<file path="src/rtl/axis_to_axi4_wr_m.sv">
// Write DMA stage: accepts an AXI-Stream of data beats and writes them to
// memory as AXI4 INCR bursts, one burst outstanding at a time. Bursts are
// capped by BURST_LEN, by the beats still to send, and by the next 4KB
// boundary so that no burst ever crosses a 4KB page.
module axis_to_axi4_wr_m #(
    parameter int ID_W      = 1,
    parameter int ADDR_W    = 32,
    parameter int DATA_W    = 64,
    parameter int BURST_LEN = 16,
    parameter int CNT_W     = 16
) (
    input  logic                ACLK,
    input  logic                ARESETn,
    // transfer control
    input  logic                start,
    input  logic [ADDR_W-1:0]   base_addr,
    input  logic [CNT_W-1:0]    beats,
    output logic                busy,
    output logic                done,
    output logic                err_resp,
    output logic                err_last,
    // stream slave
    input  logic                s_TVALID,
    output logic                s_TREADY,
    input  logic [DATA_W-1:0]   s_TDATA,
    input  logic [DATA_W/8-1:0] s_TKEEP,
    input  logic                s_TLAST,
    // AXI4 write address channel
    output logic [ID_W-1:0]     AWID,
    output logic                AWVALID,
    input  logic                AWREADY,
    output logic [ADDR_W-1:0]   AWADDR,
    output logic [7:0]          AWLEN,
    output logic [2:0]          AWSIZE,
    output logic [1:0]          AWBURST,
    output logic                AWLOCK,
    output logic [3:0]          AWCACHE,
    output logic [2:0]          AWPROT,
    output logic [3:0]          AWQOS,
    output logic [3:0]          AWREGION,
    // AXI4 write data channel
    output logic                WVALID,
    input  logic                WREADY,
    output logic [DATA_W-1:0]   WDATA,
    output logic [DATA_W/8-1:0] WSTRB,
    output logic                WLAST,
    // AXI4 write response channel
    input  logic [ID_W-1:0]     BID,
    input  logic                BVALID,
    output logic                BREADY,
    input  logic [1:0]          BRESP
);

    localparam int BYTES = DATA_W / 8;
    localparam int SIZE  = $clog2(BYTES);

    typedef enum logic [2:0] {
        S_IDLE,
        S_ADDR,
        S_DATA,
        S_RESP,
        S_DONE
    } state_t;

    state_t            state_q, state_d;
    logic [ADDR_W-1:0] addr_q, addr_d;
    logic [CNT_W-1:0]  remaining_q, remaining_d;
    logic [8:0]        burstLen_q, burstLen_d;
    logic [8:0]        beatCnt_q, beatCnt_d;
    logic              busy_q, busy_d;
    logic              done_q, done_d;
    logic              errResp_q, errResp_d;
    logic              errLast_q, errLast_d;

    logic [12:0]       bytesToBoundary;
    logic [12:0]       beatsToBoundary;
    logic [31:0]       remainingExt;
    logic [31:0]       boundaryExt;
    logic [31:0]       blenExt;
    logic [8:0]        nextLen;
    logic              beatIsLast;
    logic              isLastBurst;
    logic              wBeat;
    logic              unusedBid;

    // Size of the next burst: smallest of the burst cap, beats left and beats to the 4KB page end
    always_comb begin
        bytesToBoundary = 13'h1000 - {1'b0, addr_q[11:0]};
        beatsToBoundary = bytesToBoundary >> SIZE;
        remainingExt    = 32'(remaining_q);
        boundaryExt     = 32'(beatsToBoundary);
        blenExt         = 32'(BURST_LEN);
        if (remainingExt < blenExt) begin
            blenExt = remainingExt;
        end
        if (boundaryExt < blenExt) begin
            blenExt = boundaryExt;
        end
        nextLen = 9'(blenExt);
    end

    assign beatIsLast  = (beatCnt_q == (burstLen_q - 9'd1));
    assign isLastBurst = (32'(remaining_q) == 32'(burstLen_q));
    assign wBeat       = (state_q == S_DATA) && s_TVALID && WREADY;

    // Next-state logic: burst sequencing, address/count bookkeeping and sticky error flags
    always_comb begin
        state_d     = state_q;
        addr_d      = addr_q;
        remaining_d = remaining_q;
        burstLen_d  = burstLen_q;
        beatCnt_d   = beatCnt_q;
        busy_d      = busy_q;
        errResp_d   = errResp_q;
        errLast_d   = errLast_q;
        done_d      = (state_q == S_DONE);
        if (done_q) begin
            busy_d = 1'b0;
        end
        case (state_q)
            S_IDLE: begin
                if (start && !busy_q) begin
                    addr_d      = base_addr;
                    remaining_d = beats;
                    errResp_d   = 1'b0;
                    errLast_d   = 1'b0;
                    busy_d      = 1'b1;
                    state_d     = (beats == '0) ? S_DONE : S_ADDR;
                end
            end
            S_ADDR: begin
                if (AWREADY) begin
                    burstLen_d = nextLen;
                    beatCnt_d  = 9'd0;
                    state_d    = S_DATA;
                end
            end
            S_DATA: begin
                if (wBeat) begin
                    beatCnt_d = beatCnt_q + 9'd1;
                    if (s_TLAST != (beatIsLast && isLastBurst)) begin
                        errLast_d = 1'b1;
                    end
                    if (beatIsLast) begin
                        state_d = S_RESP;
                    end
                end
            end
            S_RESP: begin
                if (BVALID) begin
                    if (BRESP != 2'b00) begin
                        errResp_d = 1'b1;
                    end
                    addr_d      = addr_q + (ADDR_W'(burstLen_q) << SIZE);
                    remaining_d = remaining_q - CNT_W'(burstLen_q);
                    state_d     = isLastBurst ? S_DONE : S_ADDR;
                end
            end
            S_DONE: begin
                state_d = S_IDLE;
            end
            default: begin
                state_d = S_IDLE;
            end
        endcase
    end

    // State and datapath registers; reset abandons any partial transfer
    always_ff @(posedge ACLK or negedge ARESETn) begin
        if (!ARESETn) begin
            state_q     <= S_IDLE;
            addr_q      <= '0;
            remaining_q <= '0;
            burstLen_q  <= '0;
            beatCnt_q   <= '0;
            busy_q      <= 1'b0;
            done_q      <= 1'b0;
            errResp_q   <= 1'b0;
            errLast_q   <= 1'b0;
        end else begin
            state_q     <= state_d;
            addr_q      <= addr_d;
            remaining_q <= remaining_d;
            burstLen_q  <= burstLen_d;
            beatCnt_q   <= beatCnt_d;
            busy_q      <= busy_d;
            done_q      <= done_d;
            errResp_q   <= errResp_d;
            errLast_q   <= errLast_d;
        end
    end

    // AW channel: address and length are stable for the whole ADDR state
    assign AWVALID  = (state_q == S_ADDR);
    assign AWADDR   = addr_q;
    assign AWLEN    = 8'(nextLen - 9'd1);
    assign AWID     = '0;
    assign AWSIZE   = 3'(SIZE);
    assign AWBURST  = 2'b01;
    assign AWLOCK   = 1'b0;
    assign AWCACHE  = 4'b0011;
    assign AWPROT   = 3'b000;
    assign AWQOS    = 4'h0;
    assign AWREGION = 4'h0;

    // W channel is a pass-through of the stream, opened only after AW has been accepted
    assign WVALID   = (state_q == S_DATA) && s_TVALID;
    assign s_TREADY = (state_q == S_DATA) && WREADY;
    assign WDATA    = s_TDATA;
    assign WSTRB    = s_TKEEP;
    assign WLAST    = (state_q == S_DATA) && beatIsLast;

    assign BREADY   = (state_q == S_RESP);

    assign busy     = busy_q;
    assign done     = done_q;
    assign err_resp = errResp_q;
    assign err_last = errLast_q;

    assign unusedBid = ^BID;

endmodule
</file>
<file path="config.mk">
export PLATFORM = sky130hd
export DESIGN_NAME = axis_to_axi4_wr_m
export DESIGN_NICKNAME = d
export VERILOG_FILES = /design/src/rtl/axis_to_axi4_wr_m.sv
export SDC_FILE = /design/constraint.sdc
export NUM_CORES = 1
export LEC_CHECK = 0
export BUFFER_PORTS_ARGS = -buffer_cell sky130_fd_sc_hd__clkbuf_2
export CAP_MARGIN = 20
export CORE_AREA = 2 2 122 124
export DETAILED_ROUTE_END_ITERATION = 6
export DIE_AREA = 0 0 124 126
export PLACE_DENSITY = 0.76
export SLEW_MARGIN = 40
export SYNTH_ARGS = -nofsm -noshare
export SYNTH_HDL_FRONTEND = slang
export SYNTH_SLANG_ARGS = --single-unit
</file>
<file path="constraint.sdc">
create_clock -name ACLK -period 4.37 [get_ports ACLK]
set_input_delay 0 -clock ACLK [delete_from_list [all_inputs] [get_ports ACLK]]
set_output_delay 0 -clock ACLK [all_outputs]
set_load 0.1 [all_outputs]
</file>
# Word level (Yosys, flattened, before mapping)
# Index checks and enable logic that the tools add are counted.
dict set report classes {
  muxes 29
  n_lt_le_gt_ge 2
  n_reduce_logical 19
  add_sub_neg 6
  n_eq_ne 14
}
# operator count
set op_table {}
lappend op_table {{32-bit 2-to-1 mux} 2}
lappend op_table {{32-bit case mux with 2 select lines} 1}
lappend op_table {{16-bit 2-to-1 mux} 3}
lappend op_table {{32-bit by 12-bit adder with 32-bit output} 1}
lappend op_table {{16-bit case mux with 2 select lines} 1}
lappend op_table {{9-bit 2-to-1 mux} 3}
lappend op_table {{3-bit 2-to-1 mux} 7}
lappend op_table {{9-bit case mux with 2 select lines} 1}
lappend op_table {{16-bit by 9-bit equality test with 1-bit output} 1}
lappend op_table {{16-bit zero test} 1}
lappend op_table {{10-bit by 16-bit < comparator with 1-bit output} 1}
lappend op_table {{16-bit by 5-bit < comparator with 1-bit output (second input constant)} 1}
lappend op_table {{16-bit by 9-bit subtractor with 16-bit output} 1}
lappend op_table {{13-bit by 12-bit subtractor with 13-bit output (first input constant)} 1}
lappend op_table {{3-bit case mux with 4 select lines} 1}
lappend op_table {{9-bit by 1-bit adder with 9-bit output (second input constant)} 1}
lappend op_table {{9-bit equality test} 1}
lappend op_table {{9-bit by 1-bit subtractor with 9-bit output (second input constant)} 1}
lappend op_table {{1-bit 2-to-1 mux} 8}
lappend op_table {{2-bit != test (second input constant)} 4}
lappend op_table {{4-bit AND reduction} 2}
lappend op_table {{2-bit nonzero test} 4}
lappend op_table {{8-bit by 1-bit subtractor with 8-bit output (second input constant)} 1}
lappend op_table {{3-bit by 2-bit equality test with 1-bit output (second input constant)} 2}
lappend op_table {{11 further kinds} 20}
dict set report word_totals {
  inputBits 131
  register_bits 73
  output_inout_bits 143
}

# Depth between registers and ports, before layout
# Gate-level depths: netlist of run 1.
dict set report logic_depth {
  word_depth 7
  mapped_depth 21
  ltp_nobuf 19
}

# Worst setup path after synthesis of run 1
# Ideal clock, no wire load.
dict set report synth_path {
  path_type {register to output}
  from {register addr_q[3] (netlist: AWADDR[3])}
  to {output AWLEN[6]}
  arrival_time_ps 8330
  required_time_ps 4370
  slack_ps -3960
  stages_incl_launch_ff 21
  path_buffers 2
  path_cell_list {dfrtp_1 > nor4_1 > nand2_1 > or2_2 > or3_1 > clkbuf_1 > nor4_2 > xnor2_1 > ha_1 > o21a_1 > nor2_1 > nor3_1 > a21o_1 > buf_2 > nor2_1 > a31oi_1 > ha_1 > nand2_1 > mux2i_1 > xnor2_1 > o21ai_0}
}
dict set report synth_between {
  elab_chain_len 4
}
# element line_no
set synth_rtl {}
lappend synth_rtl {{start, declared} 66} ;# logic [ADDR_W-1:0] addr_q, addr_d;
lappend synth_rtl {{start signal, assigned} 182} ;# addr_q <= addr_d;
lappend synth_rtl {{13-bit by 12-bit subtractor with 13-bit output (*)} 88} ;# bytesToBoundary = 13'h1000 - {1'b0, addr_q[11:0]};
lappend synth_rtl {{10-bit by 16-bit < comparator with 1-bit output} 96} ;# if (boundaryExt < blenExt) begin
lappend synth_rtl {{9-bit 2-to-1 mux (*)} 96}
lappend synth_rtl {{8-bit by 1-bit subtractor with 8-bit output (*)} 196} ;# assign AWLEN = 8'(nextLen - 9'd1);
lappend synth_rtl {{end, declared} 33} ;# output logic [7:0] AWLEN,
# Every way passes the cells marked *; elsewhere a longest branch is shown, timed or not.

# Worst setup path in the final report of run 1
dict set report layout_path {
  from {register addr_q[2] (netlist: AWADDR[2])}
  to {output AWLEN[6]}
}
# The elaborated chain is that of the path after synthesis.

==> run summary, run 1 <==
outcome -> finished, violations left
violations in the final reports -> setup timing
clock sinks -> 73
number of flops mapped to enable cells by yosys -> 0
peak supply drop -> 0.921 mV
Synth top area share -> 29.8%
Seq cells post-synth -> 73
Min-Delay Path Class -> in2out
initial antenna violation count -> 0
synthesized instance count -> 776
GRT overflow -> 0
most frequent cells in the layout -> clkbuf_2, nand2_1, dfrtp_1
final period utilization -> 104%
Die Footprint -> 15600 um^2
CTS max path bufs -> 2
largest net degree at the start of global routing -> 74
gpl congestion -> 0.958
pwr/cell area -> 982 nW/um^2
slew of the pin with the lowest slew margin -> 0.736 ns
CP Capture Type -> primary output
Max Fclk -> 0.220 GHz
register area share after synthesis -> 29.8%
IO Port Bufs -> 106
routed length per instance -> 17.1 um
CTS tree -> done
max-cap violation count -> 0
row cnt -> 44
hold_sp -> s_TDATA[15]
Antenna Nets Post-Route -> 0
Leak -> 3.33 nW
DRC -> 0
Syn Std Cell Area -> 6140 um^2
Worst Setup EP -> AWLEN[6]
via count -> 5857
Register-to-Register Path Depth -> 14
CP Data Required Time -> 4.37 ns
asr flop ratio synth -> 100%
unique cell type count in the Yosys netlist -> 66
gr usage total -> 22.9%
final WL -> 17.8 mm
diode count -> 0
Yosys top cell by area -> dfrtp_1
clock slew at reported path FFs -> 0.06 ns
CP Max Fanout -> 6
first drt pass iteration count -> 5
clock latency at the later pin of the worst-skew pair -> 0.35 ns
syn avg cell area -> 7.91 um^2
clk_skew -> 0.00798 ns
Final Total Pwr -> 7.27 mW
Core Util, Final -> 51.7%
reg-to-reg slack, setup -> 0.66 ns
core footprint -> 14300 um^2
top_reg_cell synth -> dfrtp_1
most common cell after layout, fill and taps aside -> clkbuf_2
layout cell share with drive strength beyond 1 -> 22.4%
global-route wire length before repair -> 28.1 mm
Ports -> 274
CTS Buf Count -> 9
CP startpoint -> AWADDR[2]$_DFFE_PN0P_
crit path DAT -> 4.55 ns
min cycle time layout -> 4.55 ns
final hold violations -> 0
clk root buf -> clkbuf_16
Max Slew Vio Count -> 0
DP Worst Slack -> -0.105 ns
CP startpoint kind -> flop
Yosys warning count -> 0
RSZ-0062 raised after global routing -> true
via/cell ratio -> 5.63
# setup viols final -> 2
die width -> 124 um
RR Startpoint -> AWADDR[2]$_DFFE_PN0P_
Layout area overhead -> 20.7%
H-tree lvl count -> 3
fillcell total -> 1328
final worst slack -> -0.178 ns
vias in the first global route -> 5527
Die H -> 126 um
nets@finish -> 1015
DRT iter0 DRCs -> 387
Slew headroom -> 50.8%
HPWL after detailed placement -> 12.9 mm
r2r endpoint -> burstLen_q[2]$_DFFE_PN0P_
CP Class -> reg2out
largest cells by area after synthesis -> dfrtp_1, buf_4, ha_1
initial core utilization -> 42.9%
## power breakdown
part	total, mW	switching (mW)	leakage, nW	internal, mW
sequential	1.36	0.430	0.873	0.933
clock	0.776	0.287	0.153	0.488
combinational	5.13	3.48	2.30	1.65
total	7.27	4.20	3.33	3.07
## repair_timing
| action | CTS | global route |
|---|---|---|
| gates resized for setup | 5 | 11 |
| hold buffers | 36 | 0 |
| setup endpoints to repair | 5 | 4 |
| setup buffers | 2 | 4 |
| endpoints found under the hold margin | 107 | 0 |
| pin swaps | 1 | 2 |
## cell usage after synthesis, types with 10 or more instances
library cell  count
clkbuf_1         30
buf_4            94
xor2_1           16
xnor2_1          21
dfrtp_1          73
o22ai_1          12
ha_1             30
a31oi_1          10
nor3_1           17
and3_1           13
nor2b_1          10
nand4_1          11
nor2_1           66
nand3_1          18
nand2_1          88
a21oi_1          58
inv_1            25
o21ai_0          55
## worst max-delay path, stage by stage (launching register included)
cell	delay (ns)
dfrtp_4	0.49
nor4_4	0.29
nand2_1	0.12
or2_4	0.25
or3_4	0.39
nor4_4	0.24
nor2b_2	0.26
ha_4	0.23
a2111oi_4	0.35
a21oi_2	0.12
a21o_1	0.24
nor2_2	0.16
a31oi_4	0.06
ha_4	0.19
nand2_1	0.07
mux2i_1	0.22
xnor2_1	0.14
o21ai_4	0.19
buf_12	0.19
## through the flow
stage / setup TNS (ns) / hold slack [ns] / instance area, um^2 / instances
3_3_place_gp: 0 / 0.000681 / 6590 / 983
3_5_place_dp: -0.105 / 0.000681 / 6590 / 983
4_1_cts: -0.181 / 0.000525 / 7300 / 1037
5_1_grt: -1.02 / 0.000143 / 7410 / 1041
2_1_floorplan: -0.559 / -0.296 / 6430 / 801
6_report: -0.224 / 0.0000386 / 7410 / 1041
## kinds of logic (layout without fill, tap and decap cells)
| logic type | count (synthesis) | in the layout | share of synthesized area [%] |
|---|---|---|---|
| AOI/OAI and AO/OA | 202 | 202 | 20.4 |
| xor gates and xnor gates | 37 | 37 | 5.28 |
| adders and majority gates | 32 | 32 | 6.77 |
| buffers and inverters | 153 | 209 | 15.2 |
| DFF | 73 | 73 | 29.8 |
| muxes | 6 | 6 | 0.979 |
| other | 2 | 27 | 0.122 |
| and+or+nand+nor | 271 | 271 | 21.6 |
## state kept, by name, summed over array words and instances (netlist names)
name / count
burstLen_q: 9
AWADDR: 32
beatCnt_q: 9
state_q: 3
busy: 1
err_last: 1
remaining_q: 16
err_resp: 1
done: 1
## cell type report
cell class                      count  area (um^2)  area share, %
Multi-Input combinational cell    575         3740           50.5
Sequential cell                    73         1840           24.8
Timing Repair Buffer              167         1180           16.0
Clock buffer                       14          274           3.70
Tap cell                          184          230           3.11
Inverter                           26          101           1.37
Clock inverter                      2         35.0          0.473
## layer usage
metal	up-vias	part of all wire [%]	wire length (um)	global-route usage, %
li1	2781	-	-	-
met1	2781	44	7770	31.6
met2	230	46	8230	35.3
met3	65	6.5	1160	3.44
met4	0	3.4	609	10.1
met5	-	0	0	0
## worst min-delay path by stage
stage | slack (ns) | end | depth (start not counted)
after CTS | 0.0005 | remaining_q[2]$_DFFE_PN0P_ | 3
after floorplan | -0.30 | AWADDR[10]$_DFFE_PN0P_ | 0
after global routing | 0.0001 | WDATA[17] | 0
after detailed placement | 0.0007 | WDATA[12] | 0
final | 0.00004 | WDATA[15] | 0
after global placement | 0.0007 | WDATA[12] | 0
Power figures use the tool's default switching activity.
==> run 2, diff against run 1 <==
--- a/config.mk
+++ b/config.mk
@@ -10,7 +10,9 @@
 export CORE_AREA = 2 2 122 124
 export DETAILED_ROUTE_END_ITERATION = 6
 export DIE_AREA = 0 0 124 126
+export GPL_TIMING_DRIVEN = 0
 export PLACE_DENSITY = 0.76
+export RECOVER_POWER = 50
 export SLEW_MARGIN = 40
 export SYNTH_ARGS = -nofsm -noshare
 export SYNTH_HDL_FRONTEND = slang
==> run 2 against run 1 <==
  * Largest cell class unchanged
  * Register-to-register slack worse by 0.34 ns
  * Highest routed layer unchanged
  * Critical endpoint unchanged
  * Clock power grew 8.9%
  * Cell count is 19% higher
  * The flow finishes with violations (capacitance limit, slew limit, setup timing)
==> run summary, run 2 (synthesis gave the netlist of run 1 again) <==
outcome -> finished, violations left
violations in the final reports -> capacitance limit, slew limit, setup timing
most frequent CP cell -> a21oi_2
buffers plus inverters on the worst setup path -> 3 (+2)
hold depth -> 3 (+3)
Min-Delay Path Class -> in2reg
clk root buf -> clkbuf_16
die width -> 124 um (unchanged)
RSZ-0062 raised after global routing -> true
slowest cell on the critical path -> dfrtp_4
reg-to-reg slack, setup -> 0.32 ns (-0.34 ns)
RR Startpoint -> AWADDR[3]$_DFFE_PN0P_
WP depth -> 22 (+4)
Post-Layout Inst Area -> 8710 um^2 (+18%)
r2r endpoint -> burstLen_q[3]$_DFFE_PN0P_
row cnt -> 44 (unchanged)
slew of the pin with the lowest slew margin -> 2.21 ns (+1.47 ns)
CTS Buf Count -> 9 (unchanged)
initial core utilization -> 42.9% (unchanged)
vias in the first global route -> 6193 (+12%)
WHS Endpoint -> AWADDR[15]$_DFFE_PN0P_
core footprint -> 14300 um^2 (unchanged)
Leak -> 3.97 nW (+19%)
gpl congestion -> 0.928 (-3.2%)
pwr/cell area -> 920 nW/um^2 (-6.3%)
routed length per instance -> 16.9 um (-1.1%)
final WL -> 20.9 mm (+17%)
crit-path max cell delay -> 0.50 ns (about the same)
Register-to-Register Path Depth -> 18 (+4)
DP Cell Count -> 1163 (+18%)
CP startpoint kind -> flop
clock slew at reported path FFs -> 0.06 ns (about the same)
peak supply drop -> 0.676 mV (-27%)
final hold violations -> 0 (unchanged)
P_sw -> 4.66 mW (+11%)
first drt pass iteration count -> 5 (unchanged)
HPWL after detailed placement -> 14.9 mm (+16%)
GRT overflow -> 0 (unchanged)
Max Slew Vio Count -> 76 (+76)
most frequent cells in the layout -> buf_4, clkbuf_1, clkbuf_2
final non-filler cell total -> 1237 (+19%)
crit path DAT -> 4.89 ns (+0.34 ns)
flip-flop count of the largest register after layout -> 32 (unchanged)
# setup viols final -> 4 (+2)
nets@finish -> 1211 (+19%)
Antenna Nets Post-Route -> 0 (unchanged)
Max Fclk -> 0.204 GHz (-7.1%)
CP Class -> reg2out
CTS tree -> done
DP Worst Slack -> -0.667 ns (-0.562 ns)
Die Footprint -> 15600 um^2 (unchanged)
final period utilization -> 112% (+7.9 points)
Crit path max-delay family -> simple AND/OR/NAND/NOR gates
Ports -> 274 (unchanged)
critical path, cell by cell -> nor4_4 -> nand2_1 -> or2_4 -> or3_4 -> buf_8 -> o31a_1 -> nor2_2 -> ha_4 -> nand4_1 -> a21oi_2 -> a2111oi_4 -> a21oi_2 -> buf_4 -> a21oi_4 -> nor2_2 -> a21oi_2 -> ha_4 -> nand2_2 -> mux2i_2 -> xnor2_2 -> o21ai_4 -> clkbuf_16
DRC -> 0 (unchanged)
final worst slack -> -0.525 ns (-0.346 ns)
Placed Area -> 7590 um^2 (+15%)
gr usage total -> 25.5% (+2.6 points)
clk_skew -> 0.00901 ns (+0.00103 ns)
CP Max Fanout -> 6 (unchanged)
global-route wire length before repair -> 31.1 mm (+10%)
H-tree lvl count -> 3 (unchanged)
Slew headroom -> -47.3% (-98 points)
Clk pwr share -> 10.5% (-0.2 points)
Comb pwr share -> 72.7% (+2.1 points)
clock latency at the later pin of the worst-skew pair -> 0.33 ns (-0.02 ns)
switching share of total power -> 58.2% (+0.40 points)
IO Port Bufs -> 177 (+67%)
largest net degree at the start of global routing -> 47 (-36%)
CP Data Required Time -> 4.37 ns (about the same)
via count -> 6721 (+15%)
diode count -> 0 (unchanged)
Die H -> 126 um (unchanged)
min cycle time layout -> 4.89 ns (+0.346 ns)
via/cell ratio -> 5.43 (-3.4%)
CTS max path bufs -> 2 (unchanged)
hold_sp -> base_addr[15]
initial antenna violation count -> 0 (unchanged)
layout cell share with drive strength beyond 1 -> 28.8% (+6.4 points)
DRT iter0 DRCs -> 468 (+21%)
Internal -> 3.35 mW (+9.2%)
Reg power frac -> 16.8% (-1.9 points)
CP Capture Type -> primary output
clock sinks -> 73 (unchanged)
max-cap violation count -> 2 (+2)
most common cell after layout, fill and taps aside -> buf_4
Layout area overhead -> 42.0%
[run 2: cell types whose count changed in the layout (fill, tap and decap cells not counted), moves of 4 or more]
cell | before | now
buf_4 | 26 | 114
buf_6 | 2 | 9
clkbuf_1 | 2 | 104
dlygate4sd3_1 | 36 | 32
xnor2_2 | 0 | 4
[run 2: layer usage]
| layer | part of all wire, % | GRT usage (%) | vias up |
|---|---|---|---|
| met3 | 7.8 | 4.08 | 38 |
| met2 | 49 | 42.0 | 352 |
| met4 | 2.1 | 8.66 | 0 |
| met5 | 0 | 0 | - |
| li1 | - | - | 3177 |
| met1 | 41 | 33.8 | 3154 |
[run 2: worst max-delay path by stage]
stage / from / end / slack [ns]
global route: AWADDR[3]$_DFFE_PN0P_ / AWLEN[6] / -0.69
detailed placement: AWADDR[3]$_DFFE_PN0P_ / AWLEN[6] / -0.67
finish: AWADDR[3]$_DFFE_PN0P_ / AWLEN[6] / -0.52
floorplan: remaining_q[11]$_DFFE_PN0P_ / AWLEN[6] / -0.37
global placement: AWADDR[3]$_DFFE_PN0P_ / AWLEN[6] / -0.62
CTS: AWADDR[2]$_DFFE_PN0P_ / AWLEN[6] / -0.38
[run 2: area by class of cell]
cell class / instances / area [um^2]
inverters: 26 / 101
plain buffers: 127 / 857
repair buffers: 236 / 1460
clock buffers: 11 / 233
fillers: 1284 / 5600
clock inverters: 5 / 104
flip-flops and latches: 73 / 1840
multi-input cells: 575 / 3890
well taps: 184 / 230
[run 2: power by group through the flow]
stage / Clock, mW / Sequential (mW) / Combinational, mW
4_1_cts: 0.857 / 1.32 / 5.38
5_1_grt: 0.883 / 1.38 / 6.17
3_3_place_gp: 0 / 1.32 / 4.96
6_report: 0.845 / 1.35 / 5.83
3_5_place_dp: 0 / 1.33 / 5.03
2_1_floorplan: 0 / 2.09 / 3.33
[run 2: worst min-delay path: stages]
cell and delay [ns]:
clkbuf_2 0.08, o21ai_0 0.15, a21oi_1 0.07
[run 2: what timing repair did]
item / CTS / global route
setup endpoints to repair: 8 / 9
buffers inserted: 16 / 11
endpoints found under the hold margin: 103 / 0
hold buffers: 32 / 0
pin swaps: 14 / 16
resized for setup: 33 / 45
[run 2: stage by stage]
step,TNS [ns],total power [mW],util [%],hold WS (ns)
after floorplan,-0.559,5.41,-,-0.296
after global placement,-1.20,6.28,52.7,0.195
after detailed placement,-1.41,6.35,53.0,-0.0924
after CTS,-0.772,7.56,59.6,0.00505
after global routing,-3.33,8.43,60.9,0.0103
final,-1.10,8.02,60.9,0.00467
